==> config.mk <==
export PLATFORM = sky130hd
export DESIGN_NAME = alu_rr_arbiter
export DESIGN_NICKNAME = d
export VERILOG_FILES = /design/src/rtl/alu_arb_pkg.sv /design/src/rtl/alu_rr_arbiter_rr_pick.sv /design/src/rtl/alu_rr_arbiter.sv
export SDC_FILE = /design/constraint.sdc
export NUM_CORES = 1
export LEC_CHECK = 0
export CAP_MARGIN = 20
export CORE_MARGIN = 4
export CORE_UTILIZATION = 46
export CTS_CLUSTER_SIZE = 20
export DETAILED_ROUTE_END_ITERATION = 10
export PLACE_DENSITY_LB_ADDON = 0.2
export SETUP_SLACK_MARGIN = 0.5
export SKIP_LAST_GASP = 1
export SYNTH_ARGS = -nofsm -noshare
export SYNTH_HDL_FRONTEND = slang
export SYNTH_SLANG_ARGS = --single-unit
==> constraint.sdc <==
create_clock -name clk -period 6.7 [get_ports clk]
set_clock_uncertainty 0.1 [all_clocks]
set_input_delay 1.005 -clock clk [delete_from_list [all_inputs] [get_ports clk]]
set_output_delay 1.005 -clock clk [all_outputs]
set_load 0.05 [all_outputs]
==> src/rtl/alu_arb_pkg.sv <==
// Shared types for the round-robin ALU arbiter: FSM state encoding and ALU opcode values.
package alu_arb_pkg;

    typedef enum logic [1:0] {
        IDLE    = 2'd0,
        ISSUE   = 2'd1,
        CAPTURE = 2'd2,
        RESP    = 2'd3
    } arb_state_t;

    localparam logic [2:0] OP_ADD  = 3'd0;
    localparam logic [2:0] OP_SUB  = 3'd1;
    localparam logic [2:0] OP_AND  = 3'd2;
    localparam logic [2:0] OP_OR   = 3'd3;
    localparam logic [2:0] OP_XOR  = 3'd4;
    localparam logic [2:0] OP_SHL  = 3'd5;
    localparam logic [2:0] OP_SHR  = 3'd6;
    localparam logic [2:0] OP_PASS = 3'd7;

endpackage

==> src/rtl/alu_rr_arbiter_rr_pick.sv <==
// Combinational round-robin picker: first asserted request at or above ptr, wrapping modulo N_REQ.
module rr_pick #(
    parameter int N_REQ = 4,
    parameter int ID_W  = $clog2(N_REQ)
) (
    input  logic [N_REQ-1:0] req,
    input  logic [ID_W-1:0]  ptr,
    output logic [N_REQ-1:0] grant,
    output logic [ID_W-1:0]  grant_idx,
    output logic             any_req
);

    logic [ID_W:0]   sum;
    logic [ID_W-1:0] idx;

    always_comb begin
        grant     = '0;
        grant_idx = '0;
        any_req   = 1'b0;
        sum       = '0;
        idx       = '0;
        for (int k = 0; k < N_REQ; k++) begin
            sum = {1'b0, ptr} + (ID_W+1)'(k);
            if (sum >= (ID_W+1)'(N_REQ)) begin
                sum = sum - (ID_W+1)'(N_REQ);
            end
            idx = sum[ID_W-1:0];
            if (!any_req && req[idx]) begin
                any_req    = 1'b1;
                grant_idx  = idx;
                grant[idx] = 1'b1;
            end
        end
    end

endmodule

==> src/rtl/alu_rr_arbiter.sv <==
// Round-robin arbiter sharing one combinational ALU among N_REQ requesters, one op in flight.
// Define ALU_ARB_STATS_EN to add saturating per-requester grant counters on grant_cnt.
module alu_rr_arbiter
    import alu_arb_pkg::*;
#(
    parameter int N_REQ  = 4,
    parameter int DATA_W = 8,
    parameter int OP_W   = 3,
    localparam int ID_W  = $clog2(N_REQ)
`ifdef ALU_ARB_STATS_EN
    ,
    parameter int CNT_W  = 16
`endif
) (
    input  logic                    clk,
    input  logic                    reset,
    input  logic [N_REQ-1:0]        req_valid,
    output logic [N_REQ-1:0]        req_ready,
    input  logic [N_REQ*DATA_W-1:0] req_a,
    input  logic [N_REQ*DATA_W-1:0] req_b,
    input  logic [N_REQ*OP_W-1:0]   req_opcode,
    output logic [DATA_W-1:0]       alu_a,
    output logic [DATA_W-1:0]       alu_b,
    output logic [OP_W-1:0]         alu_opcode,
    input  logic [DATA_W-1:0]       alu_result,
    output logic                    rsp_valid,
    input  logic                    rsp_ready,
    output logic [DATA_W-1:0]       rsp_data,
    output logic [ID_W-1:0]         rsp_id,
    output logic                    busy
`ifdef ALU_ARB_STATS_EN
    ,
    output logic [N_REQ*CNT_W-1:0]  grant_cnt
`endif
);

    arb_state_t        state, state_nxt;
    logic [ID_W-1:0]   rr_ptr;
    logic [ID_W-1:0]   gnt_id;
    logic [N_REQ-1:0]  grant;
    logic [ID_W-1:0]   pick_idx;
    logic              any_req;
    logic              accept;

    logic [DATA_W-1:0] a_arr  [N_REQ];
    logic [DATA_W-1:0] b_arr  [N_REQ];
    logic [OP_W-1:0]   op_arr [N_REQ];

    always_comb begin
        for (int i = 0; i < N_REQ; i++) begin
            a_arr[i]  = req_a[i*DATA_W +: DATA_W];
            b_arr[i]  = req_b[i*DATA_W +: DATA_W];
            op_arr[i] = req_opcode[i*OP_W +: OP_W];
        end
    end

    rr_pick #(
        .N_REQ (N_REQ),
        .ID_W  (ID_W)
    ) u_rr_pick (
        .req       (req_valid),
        .ptr       (rr_ptr),
        .grant     (grant),
        .grant_idx (pick_idx),
        .any_req   (any_req)
    );

    always_comb begin
        state_nxt = state;
        accept    = 1'b0;
        req_ready = '0;
        busy      = (state != IDLE);
        case (state)
            IDLE: begin
                // Grant is only offered outside reset so a dropped op is never half-accepted.
                if (!reset) begin
                    req_ready = grant;
                    accept    = any_req;
                end
                if (any_req) state_nxt = ISSUE;
            end
            ISSUE:   state_nxt = CAPTURE;
            CAPTURE: state_nxt = RESP;
            RESP:    if (rsp_valid && rsp_ready) state_nxt = IDLE;
            default: state_nxt = IDLE;
        endcase
    end

    always_ff @(posedge clk) begin
        if (reset) begin
            state      <= IDLE;
            rr_ptr     <= '0;
            gnt_id     <= '0;
            alu_a      <= '0;
            alu_b      <= '0;
            alu_opcode <= '0;
            rsp_valid  <= 1'b0;
            rsp_data   <= '0;
            rsp_id     <= '0;
        end else begin
            state <= state_nxt;
            if (accept) begin
                alu_a      <= a_arr[pick_idx];
                alu_b      <= b_arr[pick_idx];
                alu_opcode <= op_arr[pick_idx];
                gnt_id     <= pick_idx;
            end
            if (state == CAPTURE) begin
                rsp_data  <= alu_result;
                rsp_id    <= gnt_id;
                rsp_valid <= 1'b1;
            end
            // Served requester drops to lowest priority for the next search.
            if (state == RESP && rsp_valid && rsp_ready) begin
                rsp_valid <= 1'b0;
                rr_ptr    <= (gnt_id == ID_W'(N_REQ-1)) ? '0 : gnt_id + ID_W'(1);
            end
        end
    end

`ifdef ALU_ARB_STATS_EN
    logic [CNT_W-1:0] cnt_q [N_REQ];

    always_ff @(posedge clk) begin
        if (reset) begin
            for (int i = 0; i < N_REQ; i++) cnt_q[i] <= '0;
        end else begin
            for (int i = 0; i < N_REQ; i++) begin
                if (accept && grant[i] && (cnt_q[i] != '1)) begin
                    cnt_q[i] <= cnt_q[i] + CNT_W'(1);
                end
            end
        end
    end

    always_comb begin
        for (int i = 0; i < N_REQ; i++) grant_cnt[i*CNT_W +: CNT_W] = cnt_q[i];
    end
`endif

endmodule

==> results.toml <==
[global_routing]
grt_pass1_vias = 2831
grt_antenna_before_repair = 0
grt_util_all_layers_pct = 22.50
grt_max_degree = 74
grt_remaining_overflow = 0
grt_pass1_wl_mm = 13.81

[clocking]
clk_pin_slew_worst_paths_ns = 0.07
cts_buffers = 5
cts_tree = "built"
cts_resized = 0
cts_hold_buf = 0
clk_latency_ns = 0.28
h-tree-depth = 2
cts_buffer_depth = 2
cts_root_buffer = "clkbuf_8"
clock_sinks = 36
post-cts-setup-buffers = 0

[worst_setup_path]
start_kind = "input port"
cp-end-kind = "output port"
timing.reg2reg.setup_slack_ns = 2.96
crit_required_ns = 5.59
worstSetupPathType = "input port to output port"
path_max_fanout = 13
cp.arrival_ns = 3.77

[die]
io_pins = 126
start_util_pct = 47.95
rows = 28
die_height_um = 87.03
dieArea_mm2 = 0.007573
core_area_mm2 = 0.005991
die_x_um = 87.03

[outcome]
status = "complete, no violations"

[sta]
finalCriticalPeriod_ns = 4.880
holdWs_ns = 0.3657
slew_headroom_pct = 53.03
setup_violations = 0
worst_pin_slew_ns = 0.7046
rsz0062_at_grt = "no"
report.final.slew_viol_count = 0
fin_crit_sh_pct = 72.83
hold_viol_final = 0
fin_tns_setup_ns = 0
max_freq_ghz = 0.2049

[logic_synthesis]
yosys_warnings = 0
yosysUniqueCellTypes = 47
synth_nets = 445
seq_area_frac_synth_pct = 25.09
synth_area_per_cell_um2 = 8.400
netlist_area_mm2 = 0.002873
yosysTopAreaCellShare_pct = 25.09
netlist_instances = 342
synth_edf_count = 0
async_flop_share_pct = 0
ys_ff_latch = 36
yosysTopAreaCell = "dfxtp_1"
ys_top_cells_by_area = "dfxtp_1, mux2i_1, nor2_1, ha_1, a221o_1"
ys.flop_type = "dfxtp_1"

[power_and_ir_drop]
swShare_pct = 43.60
power.switching_uw = 493.4
p_int_uw = 638.4
finalPower_uw = 1132
leakage_uw = 0.001630
p_comb_share_pct = 56.3
clockPowerShare_pct = 16.2
irDropWorstVdd_mv = 0.2235
p_seq_share_pct = 27.5
cellPowerDensity_mw_per_mm2 = 269.2

[run]
drv_cap = 0

[layout]
final_nets = 548
layout-drive-gt1-share_pct = 7.623
final_area_mm2 = 0.004204
final_core_util_pct = 70.18
syn2layout_area_growth_pct = 46.34
n_antenna_cell = 0

[placement]
placed_area_mm2 = 0.004096
place_hpwl_mm = 6.677
gp_congestion = 0.8572
portBuffers = 125

[detailed_routing]
num_vias = 3039
postRouteAntennaNets = 0
drt_first_pass_iters = 4
wire_per_inst_um = 16.85
drt_wl_total_mm = 8.779
drc = 0
vias_per_cell = 5.833
drt_iter0_drc = 152

[hold_path]
hold_class = "flop to flop"
## stage by stage
| stage | setup slack [ns] | instances |
|---|---|---|
| finish | 1.820 | 521 |
| global route | 1.707 | 521 |
| CTS | 1.826 | 521 |
| detailed placement | 1.826 | 513 |
| global placement | 1.952 | 513 |
| floorplan | 2.606 | 342 |
## cell families after synthesis
kind of cell	share of synthesized area [%]
compound gates	30.49
flops	25.09
mux	17.29
fa+ha+maj	5.226
xor+xnor	0.3049
buf+inv	7.665
simple gates	13.94
## power groups by stage
stage / clock network (µW) / logic [µW] / registers [µW]
4_1_cts: 185 / 640 / 311
6_report: 184 / 637 / 311
3_5_place_dp: 0 / 638 / 316
5_1_grt: 193 / 675 / 319
3_3_place_gp: 0 / 626 / 312
2_1_floorplan: 0 / 235 / 494
## cells in the final DEF, fill, tap and decap left out, types with 14 or more instances in the layout
| cell type | instances |
|---|---|
| a21oi_1 | 18 |
| a221o_1 | 14 |
| clkdlybuf4s50_1 | 125 |
| dfxtp_1 | 35 |
| inv_1 | 22 |
| mux2i_1 | 23 |
| nand2_1 | 18 |
| nor2_1 | 45 |
| o2111ai_1 | 14 |
| o221ai_1 | 15 |
## worst max-delay path, cell delays in order
cell             delay [ns]
clkdlybuf4s50_1        0.61
mux4_2                 0.62
nor2b_2                0.32
a22oi_1                0.12
nor2_1                 0.11
a221oi_1               0.06
nor2_1                 0.12
clkdlybuf4s50_1        0.81
## path summary, 6_finish.rpt
path                      from       endpoint  cells after the start
setup / recovery  req_valid[1]   req_ready[0]                      8
hold / removal        alu_a[6]       alu_a[6]                      1
setup reg to reg     rr_ptr[1]  alu_opcode[0]                      8
hold reg to reg       alu_a[6]       alu_a[6]                      1
## sequential cells by signal, indices dropped and copies added, names as in the netlist
name	cells
rsp_id	2
alu_opcode	3
gnt_id	2
rsp_valid	1
rr_ptr	2
state	2
alu_b	8
rsp_data	8
alu_a	8
## cells in the mapped netlist, drive strengths merged, types with 2 or more instances
cell type  count
nor2          46
dfxtp         36
mux2i         23
inv           22
clkbuf        19
a21oi         18
nand2         18
mux2          15
o221ai        15
a221o         14
o2111ai       14
buf           12
ha            12
a211o          9
nand3          9
o21ai          9
a211oi         7
a221oi         5
a22oi          4
nor3           4
a21boi         3
a21o           3
mux4           3
o211ai         3
nand2b         2
nor2b          2
or3            2
## per-layer routing
metal / wire length, µm / global-route usage (%) / share of wire [%]
met1: 3780 / 30.53 / 43
met2: 4130 / 36.58 / 47
met3: 683 / 3.122 / 7.8
met4: 185 / 7.365 / 2.1
met5: 0 / 0 / 0
## area by class of cell
| class | count | area (µm²) |
|---|---|---|
| inverter | 22 | 82.58 |
| sequential | 36 | 721.9 |
| timing repair buffer | 127 | 1266 |
| clock inverter | 2 | 35.03 |
| fill | 467 | 1787 |
| tap | 75 | 93.84 |
| clock buffer | 6 | 72.57 |
| multi-input combinational | 253 | 1932 |
(Power assumes the default switching activity.)
